### src/rtl/id_ex_ctrl_pipe.sv
// ID/EX control pipeline: decodes the ID opcode into the extended control set,
// registers it into ID/EX, and handles load-use stalls, flushes and stall counting.
module id_ex_ctrl_pipe #(
  parameter int REG_AW           = 5,
  parameter int LOAD_USE_BUBBLES = 1,
  parameter int PERF_W           = 16
) (
  input  logic              clk,
  input  logic              reset,
  input  logic              id_valid,
  input  logic [6:0]        id_opcode,
  input  logic [REG_AW-1:0] id_rs1,
  input  logic [REG_AW-1:0] id_rs2,
  input  logic [REG_AW-1:0] id_rd,
  input  logic              ex_branch_taken,
  output logic              ex_alusrc,
  output logic              ex_memread,
  output logic              ex_memwrite,
  output logic              ex_regwrite,
  output logic              ex_branch,
  output logic              ex_jump,
  output logic [1:0]        ex_aluop,
  output logic [1:0]        ex_wbsel,
  output logic [REG_AW-1:0] ex_rd,
  output logic              ex_illegal,
  output logic              pc_write,
  output logic              ifid_write,
  output logic              ifid_flush,
  output logic [PERF_W-1:0] stall_cycles
);

  localparam logic [6:0] OP_R    = 7'b0110011;
  localparam logic [6:0] OP_I    = 7'b0010011;
  localparam logic [6:0] OP_LW   = 7'b0000011;
  localparam logic [6:0] OP_SW   = 7'b0100011;
  localparam logic [6:0] OP_BR   = 7'b1100011;
  localparam logic [6:0] OP_LUI  = 7'b0110111;
  localparam logic [6:0] OP_JAL  = 7'b1101111;
  localparam logic [6:0] OP_JALR = 7'b1100111;

  typedef struct packed {
    logic       alusrc;
    logic       memread;
    logic       memwrite;
    logic       regwrite;
    logic       branch;
    logic       jump;
    logic [1:0] aluop;
    logic [1:0] wbsel;
  } ctrl_t;

  typedef enum logic {RUN, STALL} state_t;

  ctrl_t             dec, ex_q;
  logic              legal, uses_rs1, uses_rs2;
  logic              hazard, stall, flush;
  state_t            state, state_nxt;
  logic [1:0]        cnt, cnt_nxt;
  logic [REG_AW-1:0] rd_q;
  logic              ill_q;
  logic [PERF_W-1:0] stall_q;

  always_comb begin
    dec      = '0;
    legal    = 1'b1;
    uses_rs1 = 1'b1;
    uses_rs2 = 1'b0;
    case (id_opcode)
      OP_R:    begin dec.regwrite = 1'b1; dec.aluop = 2'b10; uses_rs2 = 1'b1; end
      OP_I:    begin dec.alusrc = 1'b1; dec.regwrite = 1'b1; dec.aluop = 2'b10; end
      OP_LW:   begin dec.alusrc = 1'b1; dec.memread = 1'b1; dec.regwrite = 1'b1; dec.wbsel = 2'b01; end
      OP_SW:   begin dec.alusrc = 1'b1; dec.memwrite = 1'b1; uses_rs2 = 1'b1; end
      OP_BR:   begin dec.branch = 1'b1; dec.aluop = 2'b01; uses_rs2 = 1'b1; end
      OP_LUI:  begin dec.alusrc = 1'b1; dec.regwrite = 1'b1; dec.aluop = 2'b11; uses_rs1 = 1'b0; end
      OP_JAL:  begin dec.jump = 1'b1; dec.regwrite = 1'b1; dec.wbsel = 2'b10; uses_rs1 = 1'b0; end
      OP_JALR: begin dec.jump = 1'b1; dec.regwrite = 1'b1; dec.wbsel = 2'b10; dec.alusrc = 1'b1; end
      default: begin legal = 1'b0; uses_rs1 = 1'b0; end
    endcase
  end

  assign flush  = ex_branch_taken;
  assign hazard = id_valid && ex_q.memread && (rd_q != '0) &&
                  ((uses_rs1 && (id_rs1 == rd_q)) || (uses_rs2 && (id_rs2 == rd_q)));

  // In STALL the bubble count alone holds the pipe; the hazard is not re-evaluated.
  always_comb begin
    stall     = 1'b0;
    state_nxt = state;
    cnt_nxt   = cnt;
    if (flush) begin
      state_nxt = RUN;
      cnt_nxt   = '0;
    end else begin
      case (state)
        RUN: if (hazard) begin
          stall = 1'b1;
          if (LOAD_USE_BUBBLES > 1) begin
            state_nxt = STALL;
            cnt_nxt   = 2'(LOAD_USE_BUBBLES - 1);
          end
        end
        STALL: begin
          stall   = 1'b1;
          cnt_nxt = cnt - 2'd1;
          if (cnt == 2'd1) state_nxt = RUN;
        end
        default: state_nxt = RUN;
      endcase
    end
  end

  always_ff @(posedge clk) begin
    if (reset) begin
      state <= RUN;
      cnt   <= '0;
    end else begin
      state <= state_nxt;
      cnt   <= cnt_nxt;
    end
  end

  always_ff @(posedge clk) begin
    if (reset) begin
      ex_q  <= '0;
      rd_q  <= '0;
      ill_q <= 1'b0;
    end else if (flush || stall || !id_valid) begin
      ex_q  <= '0;
      rd_q  <= '0;
      ill_q <= 1'b0;
    end else begin
      ex_q  <= dec;
      rd_q  <= id_rd;
      ill_q <= !legal;
    end
  end

  always_ff @(posedge clk) begin
    if (reset)                         stall_q <= '0;
    else if (stall && (stall_q != '1)) stall_q <= stall_q + PERF_W'(1);
  end

  assign ex_alusrc    = ex_q.alusrc;
  assign ex_memread   = ex_q.memread;
  assign ex_memwrite  = ex_q.memwrite;
  assign ex_regwrite  = ex_q.regwrite;
  assign ex_branch    = ex_q.branch;
  assign ex_jump      = ex_q.jump;
  assign ex_aluop     = ex_q.aluop;
  assign ex_wbsel     = ex_q.wbsel;
  assign ex_rd        = rd_q;
  assign ex_illegal   = ill_q;
  assign pc_write     = !stall;
  assign ifid_write   = !stall;
  assign ifid_flush   = flush;
  assign stall_cycles = stall_q;

endmodule

### config.mk
export PLATFORM = sky130hd
export DESIGN_NAME = id_ex_ctrl_pipe
export DESIGN_NICKNAME = d
export VERILOG_FILES = /design/src/rtl/id_ex_ctrl_pipe.sv
export SDC_FILE = /design/constraint.sdc
export NUM_CORES = 1
export LEC_CHECK = 0
export CAP_MARGIN = 10
export CELL_PAD_IN_SITES_DETAIL_PLACEMENT = 1
export CELL_PAD_IN_SITES_GLOBAL_PLACEMENT = 2
export CORE_MARGIN = 2
export CORE_UTILIZATION = 30
export CTS_CLUSTER_DIAMETER = 120
export DETAILED_ROUTE_END_ITERATION = 8
export DONT_BUFFER_PORTS = 1
export PLACE_DENSITY = 0.73
export SYNTH_ARGS = -nofsm -noshare
export SYNTH_HDL_FRONTEND = slang
export SYNTH_SLANG_ARGS = --single-unit
### constraint.sdc
create_clock -name clk -period 3.5 [get_ports clk]
set_clock_uncertainty 0.15 [all_clocks]
set_input_delay 0.7 -clock clk [delete_from_list [all_inputs] [get_ports clk]]
set_output_delay 0.7 -clock clk [all_outputs]
set_load 0.01 [all_outputs]
==> flow_summary.yaml <==
detailed_routing:
  dr.pass1.iters: 3
  ant_nets: 0
  detail_route.iter0.violations: 33
  drt-total-wl_mm: 4.18
  via_per_inst: 5.40
  vias: 1377
  drc_errors: 0
  routedWlPerCell_um: 16.4
synthesis:
  postSynthCellCount: 187
  synth.area.mux_share_pct: 1.88
  ys_types: 43
  synth.cell_area_um2: 1660
  synthArstFlopShare_pct: 0
  synth_warnings: 0
  yosysSeqAreaShare_pct: 40.9
  yosys.area_share.simple_pct: 26.7
  synth_edf_count: 0
  synth.avg_cell_area_um2: 8.90
  synth-xor-area-share_pct: 8.42
  synthAdderAreaFrac_pct: 1.50
  synthFlopType: "dfxtp_1"
  synth_top_family_by_area: "simple AND/OR/NAND/NOR gates"
  ys_seq_elements: 34
  syn_nets: 215
  synth_compound_area_share_pct: 16.1
worst_setup_path:
  cp_max_fo: 11
  cp.required_ns: 2.65
  critPathKind: "primary input to output port"
  startpoint_type: "primary input"
  r2r-start: "ex_rd[1]"
  startpoint: "id_opcode[1]"
  cp_data_arrival_time_ns: 2.20
  r2r_end: "stall_cycles[5]"
  critPathCaptureType: "output port"
  crit_cells: 5
  worst-r2r-setup-slack_ns: 0.78
  crit_path_top_delay_cell: "or4_4"
  ff2ff_path_depth: 7
  cp_top_family: "simple AND/OR/NAND/NOR gates"
  worstPathCellList: "nand2_1 -> or3_4 -> or4_4 -> a21oi_4 -> o21bai_4"
  cp_num_buf_inv: 0
  critPathMaxStageDelay_ns: 0.53
  worstSetupEndpoint: "ifid_write"
timing:
  tns_ns: 0
  worst_pin_slew_ns: 0.933
  maxSlewHeadroom_pct: 37.3
  period_share_pct: 87.1
  rsz0062_at_grt: "no"
  hold_viol: 0
  setup_viol: 0
  slew_violations: 0
  holdWs_ns: 0.334
  min_period_ns: 3.05
  max_freq_ghz: 0.328
min_path:
  hold_path.class: "primary input to flop"
clock_tree:
  clk_latency_ns: 0.28
  cts_buffers: 5
  clkTransAtPathRegs_ns: 0.07
  cts-root-buf: "clkbuf_8"
  post_cts_buffers: 0
  htreeDepth: 2
  cts_tree: "done"
  ctsResizeCount: 0
  cts_sinks: 34
  clockBufferDepth: 2
  cts_hold_buffers: 0
placement:
  port_buffers: 0
  numPlacedInstances: 247
  hpwl_mm: 3.29
  gp_congestion: 0.785
die:
  dieHeight_um: 78.5
  io_pins: 61
  start_util_pct: 30.6
  dieArea_um2: 6160
  num_rows: 27
  core-area_um2: 5440
  die_x_um: 78.5
global_route:
  grt_max_degree: 22
  antenna_found_initial: 0
  grt_overflow: 0
  grt_pass1_wl_mm: 6.86
  grt_pass1_vias: 1393
  track_usage_pct: 14.2
pwr:
  leakage_nw: 0.565
  ir_drop_uv: 147
  p_per_area_nw_per_um2: 400
layout:
  drive_gt1_share_pct: 8.74
  area_delta_synth_final_pct: 6.84
  stdcell_count: 255
  insertedDiodeCount: 0
  finalNetCount: 210
outcome:
  run_status: "finished clean"
job:
  drv_cap: 0
power breakdown:
group | switching, mW | internal [mW] | leakage [nW]
sequential | 0.00374 | 0.389 | 0.274
clock | 0.132 | 0.159 | 0.0482
combinational | 0.0139 | 0.0144 | 0.243
synth_stat cells (all sizes together) (3+ instances only):
cell type / count / area (µm²)
and3: 3 / 18.8
buf: 7 / 48.8
nand2: 10 / 37.5
nor4: 8 / 50.1
o211ai: 3 / 22.5
a21oi: 11 / 66.3
nor2: 14 / 52.6
and2: 5 / 31.3
nor3: 8 / 40.0
o21ai: 9 / 45.0
nor2b: 3 / 18.8
xor2: 11 / 96.3
or3: 6 / 42.5
clkbuf: 5 / 18.8
o31ai: 3 / 22.5
xnor2: 5 / 43.8
nand3: 8 / 40.0
or4: 5 / 41.3
dfxtp: 34 / 681
cell type report:
class | count | area (µm²)
Fill cell | 633 | 3660
Inverter | 2 | 7.51
Multi-Input combinational cell | 139 | 908
Clock buffer | 7 | 86.3
Sequential cell | 34 | 681
Tap cell | 72 | 90.1
Clock inverter | 1 | 5.00
sequential cells by signal (all words and copies together), names as in the netlist, 2 cells and up:
signal        cells
ex_wbsel          2
cnt               2
stall_cycles     16
ex_aluop          2
ex_rd             5
per-layer routing:
layer | share of wire, % | track usage (%)
met1 | 44 | 17.5
met2 | 47 | 23.4
met3 | 7.2 | 5.17
met4 | 1.1 | 3.68
met5 | 0 | 0
how the worst min path moves through the flow:
stage | from | endpoint | slack [ns] | cells after the start
finish | reset | stall_cycles[7] | 0.33 | 1
global route | reset | stall_cycles[14] | 0.32 | 1
CTS | reset | stall_cycles[7] | 0.32 | 1
detailed placement | cnt[0] | cnt[0] | 0.39 | 2
global placement | cnt[1] | cnt[1] | 0.36 | 2
floorplan | cnt[1] | cnt[1] | 0.35 | 2
cell usage in the layout, fill, tap and decap left out, types with 2 or more instances in the layout:
| cell type | instances |
|---|---|
| dfxtp_1 | 34 |
| nor2_1 | 14 |
| xor2_1 | 11 |
| nand2_1 | 10 |
| a21oi_1 | 10 |
| nor4_1 | 8 |
| nand3_1 | 8 |
| nor3_1 | 8 |
| o21ai_0 | 8 |
| clkbuf_8 | 6 |
| xnor2_1 | 5 |
| and2_1 | 5 |
| or3_1 | 5 |
| or4_1 | 4 |
| nor2b_1 | 3 |
| o211ai_1 | 3 |
| and3_1 | 3 |
| o31ai_1 | 3 |
| inv_1 | 2 |
| nand4_1 | 2 |
| nand2b_1 | 2 |
| a2111oi_0 | 2 |
| or2_2 | 2 |
| nor4b_1 | 2 |
| o31a_1 | 2 |
| o21ba_2 | 2 |
| mux2i_1 | 2 |
| o21a_1 | 2 |
| ha_1 | 2 |
metrics by stage:
step / total power [mW] / utilization (%) / instance area [µm²] / setup slack, ns
floorplan: 0.434 / - / 1660 / 0.440
global placement: 0.429 / 31.0 / 1690 / 0.441
detailed placement: 0.430 / 31.0 / 1690 / 0.301
CTS: 0.728 / 32.7 / 1780 / 0.446
global route: 0.749 / 32.7 / 1780 / 0.353
finish: 0.712 / 32.7 / 1780 / 0.453
worst reg2reg max path, cell delays in order, from the launching register on:
cell	delay, ns
dfxtp_1	0.47
xnor2_1	0.17
nand4_1	0.12
or4_4	0.56
a21oi_4	0.27
o21ai_1	0.29
or4_1	0.49
a21oi_1	0.15
logic make-up (layout without fill, tap and decap cells):
logic type / count (synthesis) / in the layout
flip-flops: 34 / 34
AO/OA/AOI/OAI: 38 / 38
adder cells (fa/ha/maj): 2 / 2
AND/OR/NAND/NOR: 80 / 80
XOR/XNOR: 16 / 16
multiplexers: 3 / 3
buffers and inverters: 14 / 10
No activity file was read; power rests on OpenSTA's default activity.
